## config.mk

```make
export PLATFORM = sky130hd
export DESIGN_NAME = flash_cmd_seq
export DESIGN_NICKNAME = d
export VERILOG_FILES = /design/src/rtl/flash_cmd_seq.sv
export SDC_FILE = /design/constraint.sdc
export NUM_CORES = 1
export LEC_CHECK = 0
export ABC_AREA = 1
export BUFFER_PORTS_ARGS = -buffer_cell sky130_fd_sc_hd__buf_2
export CAP_MARGIN = 40
export CORE_AREA = 2 2 120 122
export CTS_CLUSTER_DIAMETER = 100
export DETAILED_ROUTE_END_ITERATION = 10
export DIE_AREA = 0 0 122 124
export PLACE_DENSITY = 0.61
export SYNTH_ARGS = -nofsm -noshare
export SYNTH_HDL_FRONTEND = slang
export SYNTH_SLANG_ARGS = --single-unit
```

## constraint.sdc

```tcl
create_clock -name sclk -period 2.3 [get_ports sclk]
set_input_delay 0.46 -clock sclk [delete_from_list [all_inputs] [get_ports sclk]]
set_output_delay 0.46 -clock sclk [all_outputs]
set_load 0.005 [all_outputs]
```

## src/rtl/flash_cmd_seq.sv

```systemverilog
// SPI flash command sequencer: WREN / erase command / status polling with a fixed idle gap between polls.
// Optional poll-count timeout is compiled in when FLASH_TIMEOUT_EN is defined.
module flash_cmd_seq #(
    parameter int POLL_GAP  = 1000,
    parameter int MAX_POLLS = 65535
) (
    input  logic         sclk,
    input  logic         rst_n,
    input  logic         start,
    input  logic [1:0]   op,
    input  logic [23:0]  addr,
    output logic         busy,
    output logic         done,
    output logic         err,
    output logic [7:0]   status,
    output logic         spi_trig,
    output logic [7:0]   spi_len,
    output logic [127:0] spi_tx,
    input  logic         spi_busy,
    input  logic [127:0] spi_rx
);

    localparam int GW = $clog2(POLL_GAP + 1);

    typedef enum logic [2:0] {
        S_IDLE,
        S_WREN,
        S_CMD,
        S_POLL,
        S_GAP,
        S_DONE
    } state_t;

    typedef enum logic {
        PH_XFER,
        PH_WAIT
    } phase_t;

    state_t         state, state_nx;
    phase_t         phase, phase_nx;
    logic [1:0]     op_q;
    logic [23:0]    addr_q;
    logic [7:0]     status_q;
    logic           err_q, err_nx;
    logic [GW-1:0]  gap_cnt;
    logic           xfer_done;
    logic           wip;
    logic           poll_limit;
    logic [119:0]   rx_unused;

    assign xfer_done = (phase == PH_WAIT) && !spi_busy;
    assign wip       = spi_rx[0];
    assign rx_unused = spi_rx[127:8];

`ifdef FLASH_TIMEOUT_EN
    localparam int PW = $clog2(MAX_POLLS + 1);
    logic [PW-1:0] poll_cnt;

    // Counts completed polls of the current request; the limit fires on the last allowed one.
    always_ff @(posedge sclk) begin
        if (!rst_n) begin
            poll_cnt <= '0;
        end else if (state == S_IDLE && start) begin
            poll_cnt <= '0;
        end else if (state == S_POLL && xfer_done) begin
            poll_cnt <= poll_cnt + 1'b1;
        end
    end

    assign poll_limit = (poll_cnt == PW'(MAX_POLLS - 1));
`else
    logic [31:0] max_polls_unused;
    assign max_polls_unused = MAX_POLLS;
    assign poll_limit       = 1'b0;
`endif

    always_ff @(posedge sclk) begin
        if (!rst_n) begin
            state <= S_IDLE;
            phase <= PH_XFER;
        end else begin
            state <= state_nx;
            phase <= phase_nx;
        end
    end

    always_comb begin
        state_nx = state;
        phase_nx = phase;
        err_nx   = err_q;
        spi_trig = 1'b0;
        spi_len  = 8'd0;
        spi_tx   = '0;

        // Command framing; held constant for the whole XFER+WAIT of each state.
        case (state)
            S_WREN: begin
                spi_len     = 8'd8;
                spi_tx[7:0] = 8'h06;
            end
            S_CMD: begin
                if (op_q == 2'd1) begin
                    spi_len      = 8'd32;
                    spi_tx[31:0] = {8'h20, addr_q};
                end else begin
                    spi_len     = 8'd8;
                    spi_tx[7:0] = 8'hC7;
                end
            end
            S_POLL: begin
                spi_len      = 8'd16;
                spi_tx[15:0] = 16'h0500;
            end
            default: ;
        endcase

        if (state == S_WREN || state == S_CMD || state == S_POLL) begin
            spi_trig = (phase == PH_XFER);
            if (phase == PH_XFER && spi_busy) begin
                phase_nx = PH_WAIT;
            end
        end

        case (state)
            S_IDLE: begin
                if (start) begin
                    err_nx   = 1'b0;
                    phase_nx = PH_XFER;
                    case (op)
                        2'd0, 2'd1: state_nx = S_WREN;
                        2'd2:       state_nx = S_POLL;
                        default: begin
                            state_nx = S_DONE;
                            err_nx   = 1'b1;
                        end
                    endcase
                end
            end
            S_WREN: begin
                if (xfer_done) begin
                    state_nx = S_CMD;
                    phase_nx = PH_XFER;
                end
            end
            S_CMD: begin
                if (xfer_done) begin
                    state_nx = S_POLL;
                    phase_nx = PH_XFER;
                end
            end
            S_POLL: begin
                if (xfer_done) begin
                    phase_nx = PH_XFER;
                    if (op_q == 2'd2 || !wip) begin
                        state_nx = S_DONE;
                        err_nx   = 1'b0;
                    end else if (poll_limit) begin
                        state_nx = S_DONE;
                        err_nx   = 1'b1;
                    end else begin
                        state_nx = S_GAP;
                    end
                end
            end
            S_GAP: begin
                if (gap_cnt == GW'(POLL_GAP - 1)) begin
                    state_nx = S_POLL;
                    phase_nx = PH_XFER;
                end
            end
            S_DONE: begin
                state_nx = S_IDLE;
            end
            default: begin
                state_nx = S_IDLE;
                phase_nx = PH_XFER;
            end
        endcase
    end

    // Request capture, status latch and gap timer.
    always_ff @(posedge sclk) begin
        if (!rst_n) begin
            op_q     <= 2'd0;
            addr_q   <= 24'd0;
            status_q <= 8'd0;
            err_q    <= 1'b0;
            gap_cnt  <= '0;
        end else begin
            err_q <= err_nx;
            if (state == S_IDLE && start) begin
                op_q   <= op;
                addr_q <= addr;
            end
            if (state == S_POLL && xfer_done) begin
                status_q <= spi_rx[7:0];
            end
            if (state == S_GAP && state_nx == S_GAP) begin
                gap_cnt <= gap_cnt + 1'b1;
            end else begin
                gap_cnt <= '0;
            end
        end
    end

    assign busy   = (state != S_IDLE);
    assign done   = (state == S_DONE);
    assign err    = (state == S_DONE) && err_q;
    assign status = status_q;

endmodule

```

==> flow_summary.rst <==
.. list-table::
   :header-rows: 1

   * - Metric
     - Value
   * - Clock H-tree levels
     - 2
   * - Static power due to leakage
     - approximately 1.7 nW
   * - Final critical delay including setup and external delays
     - 2.09 ns
   * - Number of flops mapped to enable cells by yosys
     - 0
   * - Global route total overflow
     - 0
   * - Maximum clock frequency
     - 0.479 GHz
   * - Worst setup EP type
     - primary output
   * - HPWL after DPL
     - 5190 um
   * - Reg-to-Reg Start
     - state[0]
   * - Number of unique standard cell types used by synthesis
     - 28
   * - Core Footprint
     - 13700 um^2
   * - Clock slew seen by the registers of the worst setup and hold paths
     - 0.07 ns
   * - Leading area contributor after synthesis
     - sky130_fd_sc_hd__dfxtp_1
   * - Portion of the post-synthesis area used by sequential elements
     - between 30% and 40%
   * - Via total after detailed routing
     - 2300
   * - Layout cells sized above 1
     - 22.3%
   * - Worst Reg2Reg Path Length in Cells
     - 7
   * - Final-layout worst hold slack
     - 0.388 ns
   * - Post-Syn Area
     - 2990 um^2
   * - Most used DFF post-synth
     - sky130_fd_sc_hd__dfxtp_1
   * - Setup repair after global routing missed its margin
     - false
   * - Count of inserted antenna diode cells
     - 0
   * - Final std cells w/o fill
     - approximately 660
   * - Via-to-Cell Ratio
     - around 3.5
   * - # rows
     - 43
   * - PD cells
     - 655 nW/um^2
   * - Largest net degree at the start of global routing
     - 44
   * - Cell type of the slowest stage on the worst timing path
     - sky130_fd_sc_hd__dfxtp_1
   * - Type of the worst setup path
     - register to primary output
   * - Flop-to-flop setup slack
     - 0.68 ns
   * - Die Width
     - around 120 um
   * - Cts repair resizes
     - 0
   * - Total CTS buffers
     - 5
   * - Count of mapped cells out of synthesis
     - 402
   * - Cell-by-cell trace of the critical path
     - inv_1 > nor2_2 > nand3_2 > nor2_2 > inv_2 > nor2_1 > buf_2
   * - Highest net fanout along the worst path
     - 17
   * - Number of global-route vias before repair
     - roughly 1900
   * - WHS Path Cells
     - 3
   * - Post-Syn Area per Cell
     - roughly 7.4 um^2
   * - Sequential standard cell area
     - approximately 1000 um^2
   * - Number of buffers inserted for hold repair after clock tree synthesis
     - 0
   * - Routed wire length
     - 6540 um
   * - Vert. Die Dim
     - 124 um
   * - Routed len/inst
     - 9.92 um
   * - Clock tree buffer depth
     - 2
   * - Total clock sinks
     - 49
   * - Number of violations of the max-capacitance limit
     - 0
   * - Top cells by area, synth
     - sky130_fd_sc_hd__dfxtp_1 (33%), sky130_fd_sc_hd__buf_4 (27%), sky130_fd_sc_hd__nor2_1 (6.8%), sky130_fd_sc_hd__a21oi_1 (5.7%), sky130_fd_sc_hd__inv_1 (5.4%)
   * - Critical path's largest stage delay
     - 0.31 ns
   * - Die area
     - between 15000 and 20000 um^2
   * - Final number of max-transition violations
     - 0
   * - Number of placed instances, taps included
     - between 600 and 700
   * - Total of fill cells in the finished design
     - approximately 1600
   * - Required time of the worst setup path
     - 1.84 ns
   * - Post-route clock period utilization
     - roughly 91%
   * - Worst-skew pair later-pin latency
     - 0.29 ns
   * - Number of nets in the finished design
     - roughly 640
   * - Gp weighted congestion
     - roughly 0.73
   * - Total setup buffers inserted after CTS
     - 0
   * - Post-route DRC violation count
     - 0
   * - Signal arrival time at the worst endpoint
     - approximately 1.6 ns
   * - Number of ports placed on the die boundary
     - 306
   * - Fraction of registers with async set or reset after synthesis
     - 0%
   * - Status
     - completed
   * - Synthesized flop and latch total
     - between 40 and 50
   * - Initial core utilization
     - around 22%
   * - Detailed-router iteration count before antenna repair
     - 4
   * - CTS tree
     - yes
   * - Top-area cell type share of the netlist area
     - 32.8%
   * - DRT antenna net count
     - 0
   * - Relative area change from synthesis to final layout
     - 10.7%
   * - Number of hold violations in the final report
     - 0
   * - Most frequent cells in the layout
     - sky130_fd_sc_hd__conb_1 (108), sky130_fd_sc_hd__buf_2 (77), sky130_fd_sc_hd__nor2_1 (54), sky130_fd_sc_hd__dfxtp_1 (49), sky130_fd_sc_hd__inv_1 (43)
   * - Total global routing track utilization
     - between 8 and 9%
   * - Terminating pin of the worst hold path
     - status[6]
   * - Worst hold path startpoint
     - spi_rx[6]
   * - Endpoint of the worst-slack reg-to-reg timing path
     - addr_q[6]
   * - Global-route wire length before repair
     - 9580 um
   * - Largest clock skew in the final design
     - 0.00931 ns
   * - Cell type with the highest occurrence count on the critical path
     - sky130_fd_sc_hd__nor2_2
   * - Yosys Warn Count
     - 0
   * - Area used by multi-input combinational logic
     - 1340 um^2
   * - Accumulated negative setup slack
     - 0 ns
   * - Initial antenna violation count
     - 0
   * - Cell chosen for the clock root
     - sky130_fd_sc_hd__clkbuf_16
   * - Class of the tightest hold or removal check
     - input pin to register
   * - DRT iter0 DRCs
     - 65
   * - Final count of negative-setup-slack endpoints
     - 0
   * - Startpoint kind of the worst setup timing path
     - register
   * - Leading cell type in the layout, fill and taps excluded
     - sky130_fd_sc_hd__conb_1
   * - Maximum VDD drop
     - 211 uV
   * - Count of buffers inserted at the top-level ports
     - 77
-- cell usage after synthesis (4+ instances only) --
| cell | instances |
|---|---|
| sky130_fd_sc_hd__nand2_1 | 22 |
| sky130_fd_sc_hd__buf_6 | 5 |
| sky130_fd_sc_hd__clkbuf_1 | 4 |
| sky130_fd_sc_hd__buf_4 | 108 |
| sky130_fd_sc_hd__dfxtp_1 | 49 |
| sky130_fd_sc_hd__o21ai_1 | 23 |
| sky130_fd_sc_hd__inv_2 | 5 |
| sky130_fd_sc_hd__xor2_1 | 4 |
| sky130_fd_sc_hd__inv_1 | 43 |
| sky130_fd_sc_hd__o21ai_0 | 13 |
| sky130_fd_sc_hd__a21oi_1 | 34 |
| sky130_fd_sc_hd__nand3_1 | 11 |
| sky130_fd_sc_hd__nor2_1 | 54 |
| sky130_fd_sc_hd__nor3_1 | 7 |
-- per-layer routing --
| layer | global-route usage, % | part of all wire (%) | up-vias |
|---|---|---|---|
| li1 | - | - | 1192 |
| met1 | 11.2 | 47 | 968 |
| met2 | 12.8 | 42 | 135 |
| met3 | 2.66 | 9.9 | 5 |
| met4 | 1.94 | 0.57 | 0 |
| met5 | 0 | 0 | - |
-- area by class of cell --
class	count	share of cell area, %
Inverter	49	5.63
Multi-Input combinational cell	293	40.4
Sequential cell	49	29.6
Tap cell	180	6.81
Clock buffer	7	4.31
Timing Repair Buffer	80	12.3
Clock inverter	1	0.907
-- worst max path at each step --
stage              from    endpoint  slack, ns
2_1_floorplan   op_q[0]  spi_tx[15]       0.74
3_3_place_gp   state[0]   spi_tx[2]       0.51
3_5_place_dp    op_q[0]  spi_tx[19]       0.50
4_1_cts         op_q[0]  spi_tx[19]       0.17
5_1_grt        state[0]   spi_tx[1]       0.03
6_report        op_q[0]  spi_tx[19]       0.21
-- state kept, by name, summed over array words and instances (netlist names) --
register / flops
state: 3
status: 8
gap_cnt: 10
addr_q: 24
err_q: 1
op_q: 2
phase: 1
-- stage by stage --
stage               total power, mW  instance area [um^2]  util, %  worst slack, ns
detailed placement             1.33                  3140     22.9            0.499
finish                         2.17                  3310     24.1            0.213
global placement               1.32                  3140     22.9            0.512
global route                   2.32                  3310     24.1           0.0318
floorplan                      1.35                  3390        -            0.742
CTS                            2.21                  3310     24.1            0.174
-- power breakdown --
group	switching, mW	internal, mW	total [mW]
registers	0.0283	0.915	0.944
clock network	0.320	0.544	0.864
logic	0.246	0.115	0.362
-- worst max-delay path, delay by kind of cell, from the launching register on --
family | cells | cell delay [ns]
buf+inv | 3 | 0.34
flops | 1 | 0.31
simple gates | 4 | 0.68
-- logic make-up (layout without fill, tap and decap cells) --
| logic type | count (synthesis) | in the layout | share of synthesized area [%] |
|---|---|---|---|
| AO/OA/AOI/OAI | 73 | 73 | 12.5 |
| XOR/XNOR | 5 | 5 | 1.46 |
| adder cells (fa/ha/maj) | 1 | 1 | 0.419 |
| buffers and inverters | 167 | 137 | 35.9 |
| flip-flops | 49 | 49 | 32.8 |
| other | 1 | 108 | 0.125 |
| AND/OR/NAND/NOR | 106 | 106 | 16.7 |
Note: power is estimated with default switching activity, not from simulation.
